**src/rtl/tile_coverage_scan.sv**
```systemverilog
`default_nettype none
// ============================================================================
// Module   : tile_coverage_scan
// Brief    : Walks a TILE_W x TILE_H tile row by row and emits one registered
//            three-edge coverage mask per row with valid/ready handshaking.
// Revision : 1.0
// ============================================================================
module tile_coverage_scan #(
    parameter int INT_W  = 20,
    parameter int SUBPIX = 4,
    parameter int W      = INT_W + SUBPIX + 1,
    parameter int TILE_W = 8,
    parameter int TILE_H = 8
) (
    input  logic                                 clk,
    input  logic                                 rst_n,
    input  logic                                 in_valid_i,
    output logic                                 in_ready_o,
    input  logic [W-1:0]                         a0_i,
    input  logic [W-1:0]                         a1_i,
    input  logic [W-1:0]                         a2_i,
    input  logic [W-1:0]                         b0_i,
    input  logic [W-1:0]                         b1_i,
    input  logic [W-1:0]                         b2_i,
    input  logic [W-1:0]                         e0_init_i,
    input  logic [W-1:0]                         e1_init_i,
    input  logic [W-1:0]                         e2_init_i,
    input  logic                                 flush_i,
    output logic                                 out_valid_o,
    input  logic                                 out_ready_i,
    output logic [TILE_W-1:0]                    out_mask_o,
    output logic [$clog2(TILE_H)-1:0]            out_row_o,
    output logic                                 out_last_o,
    output logic [$clog2(TILE_W*TILE_H+1)-1:0]   out_count_o
);
    localparam int RW = $clog2(TILE_H);
    localparam int CW = $clog2(TILE_W * TILE_H + 1);
    localparam int EW = W + $clog2((TILE_W > TILE_H) ? TILE_W : TILE_H) + 1;
    localparam logic [RW-1:0] LAST_ROW = RW'(TILE_H - 1);

    typedef enum logic [1:0] {
        S_IDLE = 2'd0,
        S_EMIT = 2'd1,
        S_HOLD = 2'd2
    } state_t;

    state_t                state_q, state_d;
    logic signed [EW-1:0]  a_q [3];
    logic signed [EW-1:0]  a_d [3];
    logic signed [EW-1:0]  b_q [3];
    logic signed [EW-1:0]  b_d [3];
    logic signed [EW-1:0]  erow_q [3];
    logic signed [EW-1:0]  erow_d [3];
    logic signed [EW-1:0]  a_in [3];
    logic signed [EW-1:0]  b_in [3];
    logic signed [EW-1:0]  e_in [3];
    logic [RW-1:0]         row_q, row_d;
    logic [CW-1:0]         cnt_q, cnt_d;
    logic [CW-1:0]         row_pop, row_total;
    logic [TILE_W-1:0]     row_mask;
    logic                  out_valid_d, out_last_d;
    logic [TILE_W-1:0]     out_mask_d;
    logic [RW-1:0]         out_row_d;
    logic [CW-1:0]         out_count_d;

    assign a_in[0] = EW'($signed(a0_i));
    assign a_in[1] = EW'($signed(a1_i));
    assign a_in[2] = EW'($signed(a2_i));
    assign b_in[0] = EW'($signed(b0_i));
    assign b_in[1] = EW'($signed(b1_i));
    assign b_in[2] = EW'($signed(b2_i));
    assign e_in[0] = EW'($signed(e0_init_i));
    assign e_in[1] = EW'($signed(e1_init_i));
    assign e_in[2] = EW'($signed(e2_init_i));

    // All pixels of the current row in parallel; k is a constant per column.
    for (genvar k = 0; k < TILE_W; k++) begin : g_px
        localparam logic signed [EW-1:0] K = EW'(k);
        logic [2:0] neg;
        for (genvar i = 0; i < 3; i++) begin : g_edge
            logic signed [EW-1:0] ev;
            assign ev     = erow_q[i] + K * a_q[i];
            assign neg[i] = ev[EW-1];
        end
        assign row_mask[k] = ~|neg;
    end

    always_comb begin
        row_pop = '0;
        for (int k = 0; k < TILE_W; k++) begin
            row_pop = row_pop + CW'(row_mask[k]);
        end
    end

    assign row_total  = cnt_q + row_pop;
    assign in_ready_o = (state_q == S_IDLE);

    always_comb begin
        state_d     = state_q;
        a_d         = a_q;
        b_d         = b_q;
        erow_d      = erow_q;
        row_d       = row_q;
        cnt_d       = cnt_q;
        out_valid_d = out_valid_o;
        out_last_d  = out_last_o;
        out_mask_d  = out_mask_o;
        out_row_d   = out_row_o;
        out_count_d = out_count_o;

        case (state_q)
            S_IDLE: begin
                if (in_valid_i) begin
                    a_d     = a_in;
                    b_d     = b_in;
                    erow_d  = e_in;
                    row_d   = '0;
                    cnt_d   = '0;
                    state_d = S_EMIT;
                end
            end
            S_EMIT: begin
                out_mask_d  = row_mask;
                out_row_d   = row_q;
                out_last_d  = (row_q == LAST_ROW);
                out_count_d = (row_q == LAST_ROW) ? row_total : '0;
                out_valid_d = 1'b1;
                cnt_d       = row_total;
                state_d     = S_HOLD;
            end
            S_HOLD: begin
                if (out_ready_i) begin
                    out_valid_d = 1'b0;
                    out_last_d  = 1'b0;
                    out_count_d = '0;
                    if (row_q == LAST_ROW) begin
                        state_d = S_IDLE;
                    end else begin
                        for (int i = 0; i < 3; i++) begin
                            erow_d[i] = erow_q[i] + b_q[i];
                        end
                        row_d   = row_q + 1'b1;
                        state_d = S_EMIT;
                    end
                end
            end
            default: state_d = S_IDLE;
        endcase

        // Abort overrides any handshake in the same cycle, including an input accept.
        if (flush_i) begin
            state_d     = S_IDLE;
            out_valid_d = 1'b0;
            out_last_d  = 1'b0;
            out_mask_d  = '0;
            out_row_d   = '0;
            out_count_d = '0;
            cnt_d       = '0;
            row_d       = '0;
            a_d         = a_q;
            b_d         = b_q;
            erow_d      = erow_q;
        end
    end

    always_ff @(posedge clk or negedge rst_n) begin
        if (!rst_n) begin
            state_q     <= S_IDLE;
            row_q       <= '0;
            cnt_q       <= '0;
            out_valid_o <= 1'b0;
            out_last_o  <= 1'b0;
            out_mask_o  <= '0;
            out_row_o   <= '0;
            out_count_o <= '0;
            for (int i = 0; i < 3; i++) begin
                a_q[i]    <= '0;
                b_q[i]    <= '0;
                erow_q[i] <= '0;
            end
        end else begin
            state_q     <= state_d;
            row_q       <= row_d;
            cnt_q       <= cnt_d;
            out_valid_o <= out_valid_d;
            out_last_o  <= out_last_d;
            out_mask_o  <= out_mask_d;
            out_row_o   <= out_row_d;
            out_count_o <= out_count_d;
            for (int i = 0; i < 3; i++) begin
                a_q[i]    <= a_d[i];
                b_q[i]    <= b_d[i];
                erow_q[i] <= erow_d[i];
            end
        end
    end

endmodule
`default_nettype wire
```
**config.mk**
```make
export PLATFORM = sky130hd
export DESIGN_NAME = tile_coverage_scan
export DESIGN_NICKNAME = d
export VERILOG_FILES = /design/src/rtl/tile_coverage_scan.sv
export SDC_FILE = /design/constraint.sdc
export NUM_CORES = 2
export LEC_CHECK = 0
export BUFFER_PORTS_ARGS = -buffer_cell sky130_fd_sc_hd__buf_2
export CORE_ASPECT_RATIO = 0.8
export CORE_UTILIZATION = 50
export CTS_BUF_LIST = sky130_fd_sc_hd__clkbuf_4 sky130_fd_sc_hd__clkbuf_8
export DETAILED_ROUTE_END_ITERATION = 10
export GPL_ROUTABILITY_DRIVEN = 0
export GPL_TIMING_DRIVEN = 0
export PLACE_DENSITY = 0.77
export SYNTH_ARGS = -nofsm -noshare
export SYNTH_HDL_FRONTEND = slang
export SYNTH_SLANG_ARGS = --single-unit
```
**constraint.sdc**
```tcl
create_clock -name clk -period 9.1 [get_ports clk]
set_input_delay 0.455 -clock clk [delete_from_list [all_inputs] [get_ports clk]]
set_output_delay 0.455 -clock clk [all_outputs]
set_load 0.01 [all_outputs]
```
==> run metrics <==
worst path required time 9.74 ns; Hold Fails Final Rpt 0; core area 78740 sq um; critical path depth 31; CTS tree yes; FF-to-FF path depth 31; Initial Util 50.50%; drt via density approximately 5.8; Setup crit end kind flop; Routed Wire Length between 100000 and 150000 um; WP data arrival 8.65 ns; largest net degree at the start of global routing approximately 110; Mapped Cells 4545; reg2reg setup slack between 1 and 1.5 ns; final hold slack 0.01490 ns; crit path launch a_q[3]; sequential area share after synthesis 16.93%; Final Cycle Share 88.06%; postcts setup bufs 0; fill cell count 6987; fin. max-slew vios 10; Syn Area/Cell ~8.7 sq um; Vias 35380; startpoint types flop; worst-margin pin slew roughly 1.5 ns; Post-Synthesis Net Count 5922; post-DP HPWL about 100000 um; CP peak stage delay 0.98 ns; die area between 80000 and 90000 sq um; cell family with most CP delay compound AO/OA/AOI/OAI gates; failing checks capacitance limit, slew limit; maxcap violations 1; FF-to-FF Start a_q[3]; final instance area roughly 45000 sq um; overall routing resource usage 30.50%; FF-to-FF End out_count_o[6]; commonest non-fill, non-tap cell in the layout ha_1; Yosys Warn Count 0; Crit Path Max Fanout 8; die height around 250 um; clk slew on worst S/H paths about 0.060 ns; Pleak 24.20 nW; # nets final 6375; Synth-to-Final Area Change 13.13%; pre-CTS WS about 1.3 ns; RSZ-0062 raised after global routing false; buffers and inverters on the worst path 2; skew final slightly below 0.07 ns; CTS Buf Count 52; Async SR Flop Fraction between 90% and 100%; Final min period 8.013 ns; Clk Latency, worst-skew pair 0.73 ns; Root Driver clkbuf_8; placement row count a little over 90; H-tree depth 2; Die W approximately 320 um; power per cell area about 290 nW/um^2; crit path to out_count_o[6]; overall power 13.21 mW; vias in the first global route roughly 35000; Clock Path Buffers 3; status finished with violations; Placed Instance Area 42390 sq um; headroom to the max-slew limit -0.09574%; antenna violations before repair 10; most used cell, CP o21ai_0; setup TNS 0 ns; DRC violations left 0; Final Util 57.13%; setup slack after layout 1.087 ns; fmax 0.1248 GHz; Post-synth EDFFs 0; drt initial violations between 3000 and 4000; layout cell share with drive strength beyond 1 7.918%; endpoints failing setup 0; port buffer count 249; maximum VDD drop 133.1 uV; IO Count approximately 250; Placed Cells 5832; first-pass GRT wire length ~190000 um; Final ANT Viol Nets 0; Netlist Area Pre-Place around 40000 sq um; post-CTS sizing 0; Setup CP Type reg2reg; top_reg_cell synth dfrtp_1; Yosys reg bits 269; Layout Cells excl Fill 6077; slowest cell on the critical path a2111oi_0; TritonRoute pass-1 iters 9; drt wl/cell 20.31 um; Unique masters post-synth between 80 and 90; clock sinks 269; commonest cells after routing, fill and taps aside 857 x ha_1, 745 x inv_1, 492 x nand2_1, 297 x a21oi_1, 290 x fa_1; grt total ovfl 0; cts hold-fix bufs 145; class of the worst hold path in2reg
[cells in the mapped netlist (7+ instances only)]
library cell  number  area [sq um]
a211oi_1          66         495.5
mux2i_1            7         70.07
o211ai_1          21         157.7
a31oi_1           47         294.0
nor2b_1           35         219.0
a2111oi_0         11         96.34
nand4_1           68         425.4
a211o_1           13         113.9
nand2b_1          43         269.0
nor4_1             8         50.05
nor2_1           186         698.2
nor3_1            52         260.3
a31o_2            12         105.1
nand2_1          492          1847
o2111ai_1         20         175.2
and4_1            13         113.9
fa_1             290          5806
o221ai_1           9         78.83
nand3_1           64         320.3
o21a_1            30         225.2
a22o_1            14         122.6
o21ai_1            7         35.03
ha_1             857         10720
or2_2             10         62.56
xnor2_1          106         928.4
xor2_1            60         525.5
o21bai_1          13         97.59
a21oi_1          297          1486
and2_1             8         50.05
a22oi_1           11         82.58
a21o_1           204          1531
o31ai_1            8         60.06
clkbuf_1          77         289.0
o41ai_1            7         61.31
and3_1            24         150.1
a221oi_1           7         61.31
inv_1            745          2796
dfrtp_1          269          6731
o21ai_0          219          1096
o22ai_1           13         81.33
[where the power goes]
group,switching (mW),total (mW),internal [mW]
registers,0.639,2.06,1.42
logic,5.49,9.75,4.27
clock network,0.661,1.39,0.734
total,6.79,13.2,6.42
[routing by layer]
| layer | global-route usage [%] | vias up | part of all wire [%] |
|---|---|---|---|
| li1 | - | 16650 | - |
| met1 | 40.87 | 16930 | 42 |
| met4 | 17.21 | 10 | 6.3 |
| met5 | 0 | - | 0.15 |
| met3 | 7.717 | 365 | 10 |
| met2 | 44.68 | 1432 | 41 |
[how the worst min path moves through the flow]
| stage | start | cells after the start | to | slack, ns |
|---|---|---|---|---|
| global placement | out_valid_o | 2 | out_valid_o | 0.46 |
| floorplan | rst_n | 0 | a_q[0] | 0.16 |
| finish | b0_i[14] | 3 | b_q[72] | 0.01 |
| CTS | b0_i[14] | 3 | b_q[72] | 0.0008 |
| detailed placement | rst_n | 1 | a_q[4] | 0.45 |
| global route | b0_i[15] | 3 | b_q[73] | 0.01 |
[registers in the layout (all words and copies together) (netlist names)]
register and count:
erow_q 87, b_q 75, out_valid_o 1, out_mask_o 8, out_last_o 1, cnt_q 7
out_count_o 7, row_q 3, state_q 2, out_row_o 3, a_q 75
[cell type report]
class	instances	area [sq um]	area share [%]
multi-input cells	3444	29890	66.46
flip-flops and latches	269	6731	14.97
inverters	745	2796	6.217
repair buffers	399	2788	6.198
well taps	1034	1294	2.876
clock buffers	81	1002	2.228
plain buffers	87	345.3	0.7678
clock inverters	14	118.9	0.2643
diodes	4	10.01	0.02225
[tightest hold or removal path, stage by stage]
cell and delay, ns:
buf_2 0.08, nand2_1 0.08, nand2_1 0.07
[cells by family (layout without fill, tap and decap cells)]
logic type                 after synthesis  after routing  synth area share (%)
DFF                                    269            269                 16.93
muxes                                    7              7                0.1762
AOI/OAI and AO/OA                     1095           1095                 18.00
buffers and inverters                  832           1326                 7.899
other                                    0              4                     0
xor gates and xnor gates               166            166                 3.657
adders and majority gates             1147           1147                 41.57
and+or+nand+nor                       1029           1029                 11.77
No activity file was read; power rests on OpenSTA's default activity.
